`src/rtl/dma_endpoint_pkg.sv`:
```
// Shared types and constants for the DMA I/O endpoint.
package dma_endpoint_pkg;

    localparam int unsigned EP_DEPTH_DEF = 16;
    localparam int unsigned EP_DW_DEF    = 8;

    // Endpoint handshake states
    typedef enum logic [2:0] {
        IDLE = 3'd0,
        REQ  = 3'd1,
        XFER = 3'd2,
        GAP  = 3'd3,
        DONE = 3'd4
    } ep_state_e;

    // Bit positions inside the sticky ERR vector
    localparam int unsigned ERR_OVERFLOW  = 0;
    localparam int unsigned ERR_UNDERFLOW = 1;

    // Transfer direction encodings
    localparam logic DIR_DEV2MEM = 1'b1;
    localparam logic DIR_MEM2DEV = 1'b0;

endpackage

```
`src/rtl/dma_ep_fifo.sv`:
```
// Synchronous FIFO between the DMA bus side and the local stream side.
module dma_ep_fifo #(
    parameter int unsigned DEPTH = 16,
    parameter int unsigned DW    = 8
) (
    input  logic                   clk_i,
    input  logic                   rst_ni,
    input  logic                   push_i,
    input  logic [DW-1:0]          push_data_i,
    input  logic                   pop_i,
    output logic [DW-1:0]          head_o,
    output logic                   full_o,
    output logic                   empty_o,
    output logic [$clog2(DEPTH):0] count_o
);
    localparam int unsigned AW = $clog2(DEPTH);
    localparam int unsigned CW = AW + 1;

    logic [DW-1:0] mem_q [DEPTH];
    logic [AW-1:0] wr_ptr_q, rd_ptr_q;
    logic [CW-1:0] count_q, count_d;
    logic          do_push, do_pop;

    assign full_o  = (count_q == CW'(DEPTH));
    assign empty_o = (count_q == '0);
    assign count_o = count_q;
    assign head_o  = mem_q[rd_ptr_q];
    assign do_push = push_i & ~full_o;
    assign do_pop  = pop_i & ~empty_o;

    // Occupancy update; simultaneous push and pop leave it unchanged
    always_comb begin
        count_d = count_q;
        case ({do_push, do_pop})
            2'b10:   count_d = count_q + CW'(1);
            2'b01:   count_d = count_q - CW'(1);
            default: count_d = count_q;
        endcase
    end

    // Pointers wrap naturally because DEPTH is a power of two
    always_ff @(posedge clk_i or negedge rst_ni) begin
        if (!rst_ni) begin
            wr_ptr_q <= '0;
            rd_ptr_q <= '0;
            count_q  <= '0;
        end else begin
            if (do_push) wr_ptr_q <= wr_ptr_q + AW'(1);
            if (do_pop)  rd_ptr_q <= rd_ptr_q + AW'(1);
            count_q <= count_d;
        end
    end

    // Storage array, no reset needed
    always_ff @(posedge clk_i) begin
        if (do_push) mem_q[wr_ptr_q] <= push_data_i;
    end

endmodule

```
`src/rtl/dma_io_endpoint.sv`:
```
// Peripheral-side DREQ/DACK responder: FSM, strobe edge detect, DB mux, sticky status.
module dma_io_endpoint
    import dma_endpoint_pkg::*;
#(
    parameter int unsigned DEPTH = EP_DEPTH_DEF,
    parameter int unsigned DW    = EP_DW_DEF
) (
    input  logic          CLK,
    input  logic          RESET_N,
    input  logic          DIR,
    input  logic          DEMAND,
    input  logic          START,
    output logic          DREQ,
    input  logic          DACK,
    input  logic          IOR_N,
    input  logic          IOW_N,
    input  logic          EOP_N,
    input  logic [DW-1:0] DB_IN,
    output logic [DW-1:0] DB_OUT,
    output logic          DB_OE,
    input  logic          SRC_VALID,
    output logic          SRC_READY,
    input  logic [DW-1:0] SRC_DATA,
    output logic          SNK_VALID,
    input  logic          SNK_READY,
    output logic [DW-1:0] SNK_DATA,
    output logic          TC_DONE,
    output logic [1:0]    ERR
);
    localparam int unsigned CW = $clog2(DEPTH) + 1;

    ep_state_e     state_q, state_d;
    logic          dreq_q, dreq_d;
    logic          enabled_q, enabled_d;
    logic          tc_done_q, tc_done_d;
    logic [1:0]    err_q, err_d;
    logic          start_pend_q, start_pend_d;
    logic          dir_q, demand_q;
    logic          ior_prev_q, iow_prev_q;
    logic [DW-1:0] hold_q;

    logic          dev2mem, mem2dev;
    logic          legal_rd, legal_wr, both_low, wrong_dir;
    logic          ior_rise, iow_rise, active_low, active_rise;
    logic          start_fire, ready_cond, eop_hit;
    logic          fifo_push, fifo_pop, fifo_full, fifo_empty;
    logic [DW-1:0] fifo_din, fifo_head;
    logic [CW-1:0] fifo_count;

    // Strobe qualification under DACK; illegal combinations never touch the FIFO
    assign dev2mem     = (dir_q == DIR_DEV2MEM);
    assign mem2dev     = (dir_q == DIR_MEM2DEV);
    assign legal_rd    = DACK & ~IOR_N & IOW_N & dev2mem;
    assign legal_wr    = DACK & ~IOW_N & IOR_N & mem2dev;
    assign both_low    = DACK & ~IOR_N & ~IOW_N;
    assign wrong_dir   = DACK & ((~IOR_N & IOW_N & mem2dev) | (~IOW_N & IOR_N & dev2mem));
    assign ior_rise    = DACK & dev2mem & ~ior_prev_q & IOR_N & IOW_N;
    assign iow_rise    = DACK & mem2dev & ~iow_prev_q & IOW_N & IOR_N;
    assign active_low  = dev2mem ? legal_rd : legal_wr;
    assign active_rise = dev2mem ? ior_rise : iow_rise;
    assign eop_hit     = DACK & ~EOP_N;
    // A START arriving mid-strobe is held back until the strobe has completed
    assign start_fire  = (START | start_pend_q) & (state_q != XFER);
    assign ready_cond  = dev2mem ? (fifo_count != '0) : (fifo_count < CW'(DEPTH));

    // FIFO hookup: bus side pops/pushes by direction, local side takes the other end
    assign fifo_push = dev2mem ? SRC_VALID : iow_rise;
    assign fifo_din  = dev2mem ? SRC_DATA  : hold_q;
    assign fifo_pop  = dev2mem ? ior_rise  : SNK_READY;

    dma_ep_fifo #(
        .DEPTH (DEPTH),
        .DW    (DW)
    ) u_fifo (
        .clk_i       (CLK),
        .rst_ni      (RESET_N),
        .push_i      (fifo_push),
        .push_data_i (fifo_din),
        .pop_i       (fifo_pop),
        .head_o      (fifo_head),
        .full_o      (fifo_full),
        .empty_o     (fifo_empty),
        .count_o     (fifo_count)
    );

    // Bus drive follows the read strobe directly so DB turns around with IOR_N
    assign DB_OE     = legal_rd;
    assign DB_OUT    = legal_rd ? (fifo_empty ? '1 : fifo_head) : '0;
    assign SRC_READY = dev2mem & ~fifo_full;
    assign SNK_VALID = mem2dev & ~fifo_empty;
    assign SNK_DATA  = fifo_head;
    assign DREQ      = dreq_q;
    assign TC_DONE   = tc_done_q;
    assign ERR       = err_q;

    // Next-state, request and sticky-status logic
    always_comb begin
        state_d      = state_q;
        dreq_d       = dreq_q;
        enabled_d    = enabled_q | start_fire;
        tc_done_d    = tc_done_q & ~start_fire;
        err_d        = start_fire ? 2'b00 : err_q;
        start_pend_d = (state_q == XFER) ? (start_pend_q | START) : 1'b0;

        err_d[ERR_UNDERFLOW] = err_d[ERR_UNDERFLOW] | (legal_rd & fifo_empty);
        err_d[ERR_OVERFLOW]  = err_d[ERR_OVERFLOW] | both_low | wrong_dir
                               | (iow_rise & fifo_full);

        case (state_q)
            IDLE: begin
                dreq_d = 1'b0;
                if (enabled_q && ready_cond && !tc_done_q) begin
                    state_d = REQ;
                    dreq_d  = 1'b1;
                end
            end
            REQ: begin
                dreq_d = 1'b1;
                if (active_low) state_d = XFER;
            end
            XFER: begin
                dreq_d = 1'b1;
                if (active_rise) begin
                    state_d = GAP;
                    dreq_d  = demand_q;
                end
            end
            GAP: begin
                if (demand_q && ready_cond && !tc_done_q) begin
                    state_d = REQ;
                    dreq_d  = 1'b1;
                end else begin
                    dreq_d = 1'b0;
                    if (!DACK) state_d = IDLE;
                end
            end
            DONE: begin
                dreq_d = 1'b0;
                if (start_fire) state_d = IDLE;
            end
            default: begin
                state_d = IDLE;
                dreq_d  = 1'b0;
            end
        endcase

        if (eop_hit) begin
            state_d   = DONE;
            dreq_d    = 1'b0;
            tc_done_d = 1'b1;
        end
    end

    // Control and status registers
    always_ff @(posedge CLK or negedge RESET_N) begin
        if (!RESET_N) begin
            state_q      <= IDLE;
            dreq_q       <= 1'b0;
            enabled_q    <= 1'b0;
            tc_done_q    <= 1'b0;
            err_q        <= 2'b00;
            start_pend_q <= 1'b0;
            dir_q        <= DIR_MEM2DEV;
            demand_q     <= 1'b0;
            ior_prev_q   <= 1'b1;
            iow_prev_q   <= 1'b1;
            hold_q       <= '0;
        end else begin
            state_q      <= state_d;
            dreq_q       <= dreq_d;
            enabled_q    <= enabled_d;
            tc_done_q    <= tc_done_d;
            err_q        <= err_d;
            start_pend_q <= start_pend_d;
            ior_prev_q   <= IOR_N;
            iow_prev_q   <= IOW_N;
            if (state_q == IDLE) begin
                dir_q    <= DIR;
                demand_q <= DEMAND;
            end
            if (legal_wr) hold_q <= DB_IN;
        end
    end

endmodule

```
`config.mk`:
```
export PLATFORM = sky130hd
export DESIGN_NAME = dma_io_endpoint
export DESIGN_NICKNAME = d
export VERILOG_FILES = /design/src/rtl/dma_endpoint_pkg.sv /design/src/rtl/dma_ep_fifo.sv /design/src/rtl/dma_io_endpoint.sv
export SDC_FILE = /design/constraint.sdc
export NUM_CORES = 1
export LEC_CHECK = 0
export ABC_AREA = 0
export CAP_MARGIN = 15
export CORE_AREA = 2 2 127 129
export DETAILED_ROUTE_END_ITERATION = 12
export DIE_AREA = 0 0 129 131
export PLACE_DENSITY = 0.66
export SLEW_MARGIN = 20
export SYNTH_ARGS = -nofsm -noshare
export SYNTH_HDL_FRONTEND = slang
export SYNTH_SLANG_ARGS = --single-unit
export TNS_END_PERCENT = 1
```
`constraint.sdc`:
```
create_clock -name CLK -period 2.8 [get_ports CLK]
set_input_delay 0.84 -clock CLK [delete_from_list [all_inputs] [get_ports CLK]]
set_output_delay 0.84 -clock CLK [all_outputs]
set_load 0.02 [all_outputs]
```
# Word level (Yosys, flattened, before mapping)
# Memory sizes are Yosys's and may differ from the RTL's.
# Cells that the tools add are included.
[op_classes] n_mux=27 reduce_logical=10 magnitude_cmp=1 n_bitwise=45 eq_ne=13 n_addsub=4
[op_table] cell="bitwise AND 1 bit" n=29
[op_table] cell="two-way mux 8 bit" n=3
[op_table] cell="two-way mux 3 bit" n=7
[op_table] cell="case mux 3 bit (5 select lines)" n=1
[op_table] cell="two-way mux 1 bit" n=13
[op_table] cell="!= test 3 bit, second input constant" n=4
[op_table] cell="case mux 5 bit (2 select lines)" n=1
[op_table] cell="NOT 1 bit" n=9
[op_table] cell="adder 4 x 1 -> 4 bit, second input constant" n=2
[op_table] cell="OR 1 bit" n=7
[op_table] cell="== test 3 x 2 -> 1 bit, second input constant" n=2
[op_table] cell="adder 5 x 1 -> 5 bit, second input constant" n=1
[op_table] cell="== test 5 bit, second input constant" n=1
[op_table] cell="logical NOT 5 bit" n=1
[op_table] cell="< comparator 5 bit, second input constant" n=1
[op_table] cell="AND reduction 5 bit" n=1
[op_table] cell="nonzero test 5 bit" n=1
[op_table] cell="subtractor 5 x 1 -> 5 bit, second input constant" n=1
[op_table] cell="logical AND 1 bit" n=4
[op_table] cell="!= test 4 bit, second input constant" n=1
[op_table] cell="case mux 1 bit (4 select lines)" n=1
[op_table] cell="== test 3 x 1 -> 1 bit, second input constant" n=1
[op_table] cell="== test 3 bit, second input constant" n=1
[op_table] cell="logical NOT 3 bit" n=1
[op_table] cell="other kinds (6)" n=6
[totals] word_cells=115 inputBits=27 output_inout_bits=23 regBits=34 mem_bits_rw=128 memories=1
[memory_table] memory="u_fifo.mem_q" depth=16 width=8 read_ports=1 rd_ports_with_merged_regs=0 write_ports=1 line="dma_ep_fifo.sv:19" text="logic [DW-1:0] mem_q [DEPTH];"

# Longest topological paths before layout
[logic_depth] ltp_word=9 mapped_depth=14 depth_no_buf=12

# Hierarchy
# A second synthesis with hierarchy kept.
[unflattened] hier_cells=439 hier_area_um2=7033.0
[modules_own_cells] module="dma_ep_fifo" seq_area_each_um2=4169.0 n_inst=1 cells_each=320 area_each_um2=5809.3
[modules_own_cells] module="dma_io_endpoint" seq_area_each_um2=528.0 n_inst=1 cells_each=119 area_each_um2=1223.7

# Least setup slack after synthesis
# OpenSTA, ideal clock, no wires.
[synth_path] kind="in2reg" from="input IOW_N" to="register u_fifo.count_q[4], in the netlist u_fifo.count_o[4]" arrival_time_ps=2904 required_time_ps=2721 cell_stages=13 setup_ps=79 path_buffers=1 path_slack_ps=-183 path_cell_list="and3_1 -> a22o_1 -> and2_1 -> buf_2 -> inv_2 -> ha_1 -> inv_1 -> fa_1 -> nor2b_1 -> o21ai_0 -> and3_1 -> nor3_1 -> xor2_1"
[synth_via] elab_chain_cells=6 elab_cells_between_ends=11 cone_classes="eq/ne: 2; mux: 3; bitwise: 5; reduce/logical: 1"
[synth_rtl] item="start: declaration" line="dma_io_endpoint.sv:16" text="input logic IOW_N,"
[synth_rtl] item="bitwise AND 1 bit (2 in series)" line="dma_io_endpoint.sv:58" text="assign iow_rise = DACK & mem2dev & ~iow_prev_q & IOW_N & IOR_N;"
[synth_rtl] item="two-way mux 1 bit" line="dma_io_endpoint.sv:67" text="assign fifo_push = dev2mem ? SRC_VALID : iow_rise;"
[synth_rtl] item="bitwise AND 1 bit" line="dma_ep_fifo.sv:28" text="assign do_push = push_i & ~full_o;"
[synth_rtl] item="== test 2 x 1 -> 1 bit / == test 2 bit (equally long branches)" line="dma_ep_fifo.sv:34" text="case ({do_push, do_pop})"
[synth_rtl] item="case mux 5 bit (2 select lines) / nonzero test 2 bit (equally long branches)"
[synth_rtl] item="end signal: assignment" line="dma_ep_fifo.sv:50" text="count_q <= count_d;"
[synth_rtl] item="end: declaration" line="dma_ep_fifo.sv:21" text="logic [CW-1:0] count_q, count_d;"
# Several ways; a longest one is shown, not always the timed one.
# A chain may end at the register's enable or synchronous reset.

# Final worst setup path
[layout_path] from="register u_fifo.rd_ptr_q[0]" to="output DB_OUT[7]"
[layout_via] elab_chain_cells=3
[layout_rtl] item="start: declaration" line="dma_ep_fifo.sv:20" text="logic [AW-1:0] wr_ptr_q, rd_ptr_q;"
[layout_rtl] item="start signal: assignment" line="dma_ep_fifo.sv:49" text="if (do_pop) rd_ptr_q <= rd_ptr_q + AW'(1);"
[layout_rtl] item="memory (16 x 8 bit)"
[layout_rtl] item="two-way mux 8 bit (2 in series)" line="dma_io_endpoint.sv:88" text="assign DB_OUT = legal_rd ? (fifo_empty ? '1 : fifo_head) : '0;"
[layout_rtl] item="end: declaration" line="dma_io_endpoint.sv:19" text="output logic [DW-1:0] DB_OUT,"
# No other way between the ends.

==> metrics.cfg <==
[critical_path]
startpoint = u_fifo.rd_ptr_q[0]
reg2reg_to = u_fifo.count_o[4]
critPathRequiredTime_ns = 1.96
startpoint_type = register
endpoint = DB_OUT[7]
reg2reg_slack_ns = 0.35
arrival_ns = 2.35
end_kind = output port
regToRegStartpoint = u_fifo.count_o[1]
cp_max_fo = 6
crit_type = register to output port
r2r_cells = 13

[clock_network]
cts.htree.levels = 4
cts_tree = done
worst_skew_pair.late_latency_ns = 0.42
cts_root_buf = clkbuf_16
cts_inserted_buffers = 17
clk_pin_slew_worst_paths_ns = 0.06
cts_sinks = 162
ctsHoldBuffers = 0
clockBufferDepth = 2

[placed_design]
place_ws_ns = -0.642
hpwl_um = 9940
placed_area_mm2 = 0.00814
io_buffers = 49
routabilityCongestion = 0.865

[floorplanning]
dieArea_mm2 = 0.0169
placementRows = 46
dieHeight_um = 131
die-width_um = 129
initial_utilization_pct = 44.3
pin_count = 50
core_region_area_mm2 = 0.0156

[global_route]
grt_max_degree = 35
grt_antenna_before_repair = 0
grt_usage_pct = 18.7
busiest_layer = met2
globalRouteMet3Util_pct = 4.11
grt_pass1_wl_um = 22800
grt_pass1_vias = 4035
grtUsageMet2_pct = 30.9
grtUsageMet1_pct = 24.2
grt_overflow = 0

[synthesis]
async_reset_ff_share_pct = 21.0
synth_top_area_share_pct = 55.6
synth_edf_count = 128
synth_nets = 444
ys_warn_count = 0
synthTopCellsByArea = edfxtp_1 56%, dfrtp_1 12%, mux4_2 10%
ys_dominant_reg_cell = edfxtp_1
syn_inst = 407
ys_types = 48
synth_seq_cells = 162
synth_top_cell_by_area = edfxtp_1
avgSynthCellArea_um2 = 17.0
syn-cell-area_mm2 = 0.00692
ys_seq_area_share_pct = 67.9

[sta]
rsz0062_at_grt = true
drv_slew = 0
finalHoldViolCount = 0
min_period_over_period_pct = 114
slew_headroom_pct = 40.8
worst_slew_pin_slew_ns = 0.887
worst_slack_ns = -0.392
fin_crit_ns = 3.19
tns_ns = -4.99
clock.fmax_mhz = 313
setup_viol = 17
skew_ns = 0.00758

[power]
max-vdd-ir-drop_mv = 0.681
power_uw = 9750
p_leak_uw = 0.00319
power_density_mw_per_mm2 = 1100

[drt]
vias_per_cell = 5.31
vias = 3953
totalWireLength_um = 14700
drt_iter0_drc = 321
drtPass1Iterations = 5
ant_nets = 0
drc_errors = 0
wl_per_cell_um = 19.8

[layout]
layout.nets = 553
final_core_util_pct = 56.9
design_area_mm2 = 0.00888
syn2layout_area_growth_pct = 28.3
fill_cells = 1206
drive_gt1_share_pct = 37.4
mostFrequentLayoutCells = 128 x edfxtp_1, 54 x buf_4, 32 x mux4_2, 31 x dfrtp_1, 29 x clkdlybuf4s50_1
layout_commonest_cell = edfxtp_1
diodes = 0
final-seq-area_mm2 = 0.00470
multi_input_area_mm2 = 0.00219

[job]
max-cap-violations = 0

[run_status]
violations = setup timing
status = complete, but fails checks

[min_path]
hold_class = register to register

## Yosys cell counts (2+ instances only)
| master | n |
|---|---|
| buf_6 | 5 |
| a211oi_1 | 5 |
| nand4_1 | 2 |
| nand3_1 | 2 |
| mux4_2 | 32 |
| and2_1 | 5 |
| inv_1 | 14 |
| nor2_1 | 15 |
| edfxtp_1 | 128 |
| nand2_1 | 11 |
| a21oi_1 | 12 |
| xnor2_1 | 6 |
| and3_1 | 3 |
| xor2_1 | 4 |
| a211oi_2 | 4 |
| dfrtp_1 | 32 |
| mux2_2 | 18 |
| clkbuf_1 | 10 |
| nor2b_1 | 14 |
| ha_1 | 9 |
| buf_2 | 8 |
| a22o_1 | 3 |
| o21ai_0 | 9 |
| dfstp_2 | 2 |
| nor3_1 | 8 |
| a21o_1 | 2 |
| mux2i_1 | 10 |
| nor4_1 | 6 |
| o21a_1 | 9 |
## worst min path at each step
stage | startpoint | depth (start not counted) | end
5_1_grt | enabled_q | 1 | enabled_q
6_report | enabled_q | 1 | enabled_q
3_5_place_dp | enabled_q | 1 | enabled_q
2_1_floorplan | enabled_q | 1 | enabled_q
4_1_cts | enabled_q | 1 | enabled_q
3_3_place_gp | hold_q[0] | 1 | hold_q[0]
## cells by family (layout without fill, tap and decap cells)
group,Yosys count,count (layout),synth area share (%)
XOR/XNOR,10,10,1.27
AO/OA/AOI/OAI,53,53,5.45
AND/OR/NAND/NOR,73,73,5.86
adder cells (fa/ha/maj),10,10,1.92
flip-flops,162,162,67.9
multiplexers,60,60,14.8
buffers and inverters,39,161,2.80
## critical path, stage by stage (launching register included)
cell      delay, ns
dfrtp_2        0.42
buf_12         0.16
mux4_2         0.50
nor2b_1        0.19
a211oi_4       0.28
a21oi_2        0.08
o21a_1         0.19
buf_6          0.13
## stage by stage
stage	cells	hold WS [ns]
final	745	0.502
after global routing	745	0.513
after CTS	746	0.499
after detailed placement	708	0.483
after global placement	708	0.487
after floorplan	407	0.458
## metal layers
layer	vias up	routed length [um]
li1	1811	-
met1	1984	6400
met2	131	7280
met3	27	725
met4	0	314
met5	-	0
## sequential cells by signal, summed over array words and instances (netlist names)
register         flops
u_fifo.mem_q       128
hold_q               8
u_fifo.count_o       5
u_fifo.rd_ptr_q      4
u_fifo.wr_ptr_q      4
state_q              3
ERR                  2
DREQ                 1
TC_DONE              1
demand_q             1
dev2mem              1
enabled_q            1
ior_prev_q           1
iow_prev_q           1
start_pend_q         1
## power breakdown
group          switching (uW)  internal [uW]  leakage, uW  total [uW]
clock                     902           1310     0.000265        2220
sequential                289           3250      0.00156        3540
combinational            2040           1950      0.00136        4000
total                    3240           6520      0.00319        9750
## area by class of cell
class	instances	area share, %
Clock inverter	12	1.51
Clock buffer	20	4.92
Timing Repair Buffer	114	12.2
Multi-Input combinational cell	206	24.7
Inverter	15	0.663
Tap cell	216	3.04
Sequential cell	162	52.9
## repair_timing
action	in CTS	in global routing
pin swaps	8	7
buffers inserted	5	0
resized for setup	99	21
endpoints found under the setup margin	21	39
cloned	1	0
Note: power is estimated with default switching activity, not from simulation.
